**src/rtl/rsi_fsm.sv**
```systemverilog
// rsi_fsm: Relative Strength Index over PERIOD price differences; optional rolling window (RSI_ROLLING_EN).
// Latency: done/rsi update on the 29th rising edge after the edge that samples the final price.
// Backpressure: none; every new_price in FIRST/ACCUM (and DONE when rolling) is taken in one cycle.
module rsi_fsm #(
    parameter int PERIOD = 14
) (
    input  logic        clk,
    input  logic        rst,
    input  logic        start,
    input  logic [15:0] price_in,
    input  logic        new_price,
    output logic        done,
    output logic [7:0]  rsi
);

    localparam int CW        = $clog2(PERIOD + 1);
    localparam int DIV_STEPS = 27;

    typedef enum logic [2:0] {
        IDLE  = 3'd0,
        FIRST = 3'd1,
        ACCUM = 3'd2,
        CALC  = 3'd3,
        DIV   = 3'd4,
        DONE  = 3'd5
    } state_t;

    state_t state, state_nxt;

    logic [CW-1:0]      count;
    logic [15:0]        prev;
    logic [19:0]        gain_sum;
    logic [19:0]        loss_sum;
    logic [26:0]        num;       // numerator, shifts out MSB-first while quotient bits shift in
    logic [20:0]        den;
    logic [20:0]        rem;
    logic [4:0]         bit_cnt;

    // Signed difference against the reference price and its magnitude
    logic signed [16:0] d;
    logic signed [16:0] d_neg;
    logic [15:0]        d_mag;
    logic [19:0]        add_gain;
    logic [19:0]        add_loss;
    logic [19:0]        sub_gain;
    logic [19:0]        sub_loss;

    // Division step
    logic [21:0]        rem_sh;
    logic [21:0]        rem_sub;
    logic               q_bit;

    // Difference and its split into gain/loss contributions
    always_comb begin
        d        = $signed({1'b0, price_in}) - $signed({1'b0, prev});
        d_neg    = -d;
        d_mag    = d[16] ? d_neg[15:0] : d[15:0];
        add_gain = d[16] ? 20'd0 : {4'd0, d_mag};
        add_loss = d[16] ? {4'd0, d_mag} : 20'd0;
    end

`ifdef RSI_ROLLING_EN
    localparam int PW = (PERIOD > 1) ? $clog2(PERIOD) : 1;

    logic signed [16:0] diff_buf [PERIOD];
    logic [PW-1:0]      wr_ptr;
    logic signed [16:0] old_d;
    logic signed [16:0] old_neg;
    logic [15:0]        old_mag;

    // Oldest buffered difference sits at the write pointer once the window is full
    always_comb begin
        old_d    = diff_buf[wr_ptr];
        old_neg  = -old_d;
        old_mag  = old_d[16] ? old_neg[15:0] : old_d[15:0];
        sub_gain = old_d[16] ? 20'd0 : {4'd0, old_mag};
        sub_loss = old_d[16] ? {4'd0, old_mag} : 20'd0;
    end

    // Circular difference buffer, written on every accepted difference
    always_ff @(posedge clk or negedge rst) begin
        if (!rst) begin
            wr_ptr <= '0;
            for (int i = 0; i < PERIOD; i++) begin
                diff_buf[i] <= '0;
            end
        end else if (start) begin
            wr_ptr <= '0;
        end else if (new_price && (state == ACCUM || state == DONE)) begin
            diff_buf[wr_ptr] <= d;
            wr_ptr           <= (wr_ptr == PW'(PERIOD - 1)) ? '0 : wr_ptr + PW'(1);
        end
    end
`else
    // One-shot mode never retires an old difference
    always_comb begin
        sub_gain = 20'd0;
        sub_loss = 20'd0;
    end
`endif

    // One restoring-division step: bring down the next numerator bit and try to subtract
    always_comb begin
        rem_sh  = {rem, num[26]};
        rem_sub = rem_sh - {1'b0, den};
        q_bit   = (rem_sh >= {1'b0, den});
    end

    // State register
    always_ff @(posedge clk or negedge rst) begin
        if (!rst) begin
            state <= IDLE;
        end else begin
            state <= state_nxt;
        end
    end

    // Next-state logic; start overrides everything including a coincident new_price
    always_comb begin
        state_nxt = state;
        if (start) begin
            state_nxt = FIRST;
        end else begin
            case (state)
                IDLE:  state_nxt = IDLE;
                FIRST: if (new_price) state_nxt = ACCUM;
                ACCUM: if (new_price && count == CW'(PERIOD - 1)) state_nxt = CALC;
                CALC:  state_nxt = DIV;
                // 27 quotient-bit cycles, then one cycle that registers the result
                DIV:   if (bit_cnt == 5'(DIV_STEPS)) state_nxt = DONE;
`ifdef RSI_ROLLING_EN
                DONE:  if (new_price) state_nxt = CALC;
`else
                DONE:  state_nxt = DONE;
`endif
                default: state_nxt = IDLE;
            endcase
        end
    end

    // Datapath: accumulation, operand setup, division and result registers
    always_ff @(posedge clk or negedge rst) begin
        if (!rst) begin
            done     <= 1'b0;
            rsi      <= 8'd0;
            count    <= '0;
            prev     <= 16'd0;
            gain_sum <= 20'd0;
            loss_sum <= 20'd0;
            num      <= 27'd0;
            den      <= 21'd0;
            rem      <= 21'd0;
            bit_cnt  <= 5'd0;
        end else if (start) begin
            // rsi deliberately survives a restart until the new result lands
            done     <= 1'b0;
            count    <= '0;
            gain_sum <= 20'd0;
            loss_sum <= 20'd0;
        end else begin
            case (state)
                FIRST: begin
                    if (new_price) begin
                        prev <= price_in;
                    end
                end
                ACCUM: begin
                    if (new_price) begin
                        gain_sum <= gain_sum + add_gain;
                        loss_sum <= loss_sum + add_loss;
                        prev     <= price_in;
                        count    <= count + CW'(1);
                    end
                end
                CALC: begin
                    num     <= 27'(gain_sum) * 27'd100;
                    den     <= {1'b0, gain_sum} + {1'b0, loss_sum};
                    rem     <= 21'd0;
                    bit_cnt <= 5'd0;
                end
                DIV: begin
                    if (bit_cnt < 5'(DIV_STEPS)) begin
                        rem     <= q_bit ? rem_sub[20:0] : rem_sh[20:0];
                        num     <= {num[25:0], q_bit};
                        bit_cnt <= bit_cnt + 5'd1;
                    end else begin
                        // Quotient never exceeds 100; a flat window reads as neutral 50
                        rsi  <= (den == 21'd0) ? 8'd50 : num[7:0];
                        done <= 1'b1;
                    end
                end
                DONE: begin
`ifdef RSI_ROLLING_EN
                    if (new_price) begin
                        gain_sum <= gain_sum - sub_gain + add_gain;
                        loss_sum <= loss_sum - sub_loss + add_loss;
                        prev     <= price_in;
                        done     <= 1'b0;
                    end
`endif
                end
                default: begin
                end
            endcase
        end
    end

endmodule

```
**config.mk**
```make
export PLATFORM = sky130hd
export DESIGN_NAME = rsi_fsm
export DESIGN_NICKNAME = d
export VERILOG_FILES = /design/src/rtl/rsi_fsm.sv
export SDC_FILE = /design/constraint.sdc
export NUM_CORES = 1
export LEC_CHECK = 0
export ABC_AREA = 1
export BUFFER_PORTS_ARGS = -buffer_cell sky130_fd_sc_hd__buf_4
export CAP_MARGIN = 10
export CORE_UTILIZATION = 50
export DETAILED_ROUTE_END_ITERATION = 7
export PLACE_DENSITY = 0.64
export SLEW_MARGIN = 25
export SYNTH_ARGS = -nofsm -noshare
export SYNTH_HDL_FRONTEND = slang
export SYNTH_SLANG_ARGS = --single-unit
```
**constraint.sdc**
```tcl
create_clock -name clk -period 3.7 [get_ports clk]
set_input_delay 0.555 -clock clk [delete_from_list [all_inputs] [get_ports clk]]
set_output_delay 0.555 -clock clk [all_outputs]
set_load 0.05 [all_outputs]
```
==> metrics <==
Setup CP Type=flop to flop; syn nets=2,141; Primary FF master, synth=sky130_fd_sc_hd__dfrtp_1; detailed placement HPWL=slightly below 30 mm; chip width=about 170 µm; count of state elements after synthesis=146; data arrival time at the worst-slack endpoint=3840 ps; Cell Count, Final, Fillers Out=~2,400; CP endpoint kind=flop; MaxCap Viol Count=0; FF-to-FF path depth=20; most used cells in the layout excluding fill and tap cells=485 x sky130_fd_sc_hd__nand2_1, 282 x sky130_fd_sc_hd__inv_1, 180 x sky130_fd_sc_hd__nor2_1, 153 x sky130_fd_sc_hd__buf_4, 152 x sky130_fd_sc_hd__ha_1; cell row count=59; Critical Path Fanout Max=5; length of the first detailed-routing pass in iterations=5; final net count=2,279; number of levels in the clock H-tree=4; final instance area=0.0157 mm²; buffer cell driving the clock tree root=sky130_fd_sc_hd__clkbuf_16; number of buffers created by CTS=17; wire length of the first global-routing pass=between 60 and 70 mm; total negative slack=0 ps; max-slew violation total from the final report=0; max_slew headroom=0.341; count of boundary I/O pins=29; clock-pin slew on the worst setup and hold paths=70 ps; Critical Path RT=between 4000 and 5000 ps; total power divided by cell area=699 mW/mm²; most common library cell in the layout ignoring fill and taps=sky130_fd_sc_hd__nand2_1; routed via count=12,933; min-delay worst type=input pin to asynchronous set/reset pin; number of antenna-violating nets in the routed design=0; worst reg2reg endpoint=loss_sum[17]; remaining routing DRC violations=0; worst-case setup margin in the final layout=190 ps; routed length per placed instance=around 15 µm; Pleak=around 8.6 nW; largest cells by area after synthesis=sky130_fd_sc_hd__dfrtp_1 27%, sky130_fd_sc_hd__ha_1 15%, sky130_fd_sc_hd__nand2_1 14%; Yosys cell types=53; Finished Core Util=0.598; Global Route Usage Sum=0.275; vias in the first global route=12,367; slew of the pin with the lowest slew margin=a little under 1000 ps; Min Hold Slack=83.0 ps; post-synthesis instance area=0.0134 mm²; instance count after placement with tap cells included=2,394; status=finished, final reports clean; Mean Syn Cell Area=6.91 µm²; worst vdd ir=about 460 µV; final critical path time including I/O delays and setup=3510 ps; total length of routed wires=37.1 mm; setup repair after global routing missed its margin=true; Post-synth EDFFs=0; part of the Yosys area used for sequential elements=0.272; total of endpoints with negative setup slack in the final report=0; initial core utilization=0.513; number of antenna violations at the first check in global routing=0; buffer depth of the longest clock path=2; Synth-to-Final Area Change=16.5%; total number of yosys warnings=0; number of vias per cell after detailed routing=5.32; die area=about 0.028 mm²; initial DRC count=814; Crit Reg-Reg Startpoint=prev[0]; routability cong.=0.973; global route overflow=0; portion of synthesized cell area occupied by the leading cell type=0.272; origin of the worst setup path=prev[0]; crit path launch type=flop; Clock Skew=13.7 ps; port buffer count=28; maximum number of pins on one net before global-route repair=61; number of diodes=0; placed cell area=0.0148 mm²; worst setup path endpoint=loss_sum[17]; clk_lat worst skew=around 430 ps; timing-limited maximum frequency=285 MHz; total count of hold-check failures in the final report=0; ratio of cells with drive above 1 in the final layout=0.135; clock tree from TritonCTS=built; post-synthesis cell count=1,944; register-to-register setup slack=190 ps; async set or reset register ratio after synthesis=1.00; dpl ws=-294 ps; Yosys top cell by area=sky130_fd_sc_hd__dfrtp_1; core area=0.0262 mm²; height of the die=~170 µm; total design power=10.9 mW; clk sinks=146; ratio of final minimum period to clock period=0.949
## flip-flops by register name, indices dropped and copies added, names as in the netlist
name and cells:
num 27, done 1, bit_cnt 5, den 21, prev 16, gain_sum 20, rem 21, rsi 8
count 4, loss_sum 20, state 3
## cells in the mapped netlist, types with 20 or more instances
library cell              count
sky130_fd_sc_hd__nor2_1     188
sky130_fd_sc_hd__nand2_1    494
sky130_fd_sc_hd__o21ai_1     23
sky130_fd_sc_hd__fa_1        20
sky130_fd_sc_hd__nand4_1     20
sky130_fd_sc_hd__o21ai_0    119
sky130_fd_sc_hd__inv_1      283
sky130_fd_sc_hd__a21oi_1    145
sky130_fd_sc_hd__nand3_1    111
sky130_fd_sc_hd__ha_1       157
sky130_fd_sc_hd__xnor2_1     20
sky130_fd_sc_hd__dfrtp_1    146
## routing by layer
| metal | part of all wire | wire (µm) | global-route usage |
|---|---|---|---|
| met1 | 0.46 | 17100 | 0.358 |
| met3 | 0.036 | 1330 | 0.0331 |
| met5 | 0 | 0 | 0 |
| met4 | 0.031 | 1160 | 0.106 |
| met2 | 0.47 | 17600 | 0.465 |
## final cells by class
| type | count | area (µm²) |
|---|---|---|
| sequential | 146 | 3650 |
| clock buffer | 17 | 425 |
| fill | 2475 | 10500 |
| inverter | 295 | 1110 |
| clock inverter | 15 | 173 |
| tap | 335 | 419 |
| multi-input combinational | 1467 | 8700 |
| timing repair buffer | 155 | 1180 |
## worst max-delay path, cell delays in order, from the launching register on
cell                       delay (ps)
sky130_fd_sc_hd__dfrtp_1          400
sky130_fd_sc_hd__ha_2             190
sky130_fd_sc_hd__fa_2             540
sky130_fd_sc_hd__ha_1             150
sky130_fd_sc_hd__inv_1             60
sky130_fd_sc_hd__nor2_4           130
sky130_fd_sc_hd__nand3_4          100
sky130_fd_sc_hd__nor2_4           140
sky130_fd_sc_hd__nand2_2           90
sky130_fd_sc_hd__nor2_4           150
sky130_fd_sc_hd__nand3_1           90
sky130_fd_sc_hd__nand2_1           60
sky130_fd_sc_hd__nand2_1           60
sky130_fd_sc_hd__nor2_1           130
sky130_fd_sc_hd__ha_1             280
sky130_fd_sc_hd__a21oi_2          180
sky130_fd_sc_hd__o21ai_2           90
sky130_fd_sc_hd__a221oi_2         250
sky130_fd_sc_hd__nand2_2          130
sky130_fd_sc_hd__a21oi_2          130
sky130_fd_sc_hd__nor2_1            50
## how the worst min path moves through the flow
| stage | end | slack (ps) | cells past startpoint |
|---|---|---|---|
| floorplan | bit_cnt[0] | 260 | 0 |
| global placement | rsi[0] | 470 | 2 |
| detailed placement | rsi[0] | 470 | 2 |
| CTS | num[20] | 120 | 1 |
| global route | num[20] | 120 | 1 |
| finish | num[20] | 80 | 1 |
## logic make-up after synthesis
group,count (synthesis),share of synthesized area
AND/OR/NAND/NOR,877,0.274
buffers and inverters,331,0.0975
adder cells (fa/ha/maj),177,0.176
flip-flops,146,0.272
XOR/XNOR,38,0.0248
AO/OA/AOI/OAI,375,0.156
## what timing repair did
item                                    in CTS  in global routing
setup buffers                                0                  4
hold buffers                                 0                  0
gates resized for setup                      0                 59
endpoints found under the setup margin       0                 28
## power breakdown
group | internal [mW] | switching [mW] | leakage (nW)
Combinational | 2.72 | 4.19 | 6.34
Clock | 1.02 | 0.787 | 0.295
Sequential | 1.96 | 0.271 | 1.96
Total | 5.70 | 5.25 | 8.59
No activity file was read; power rests on OpenSTA's default activity.
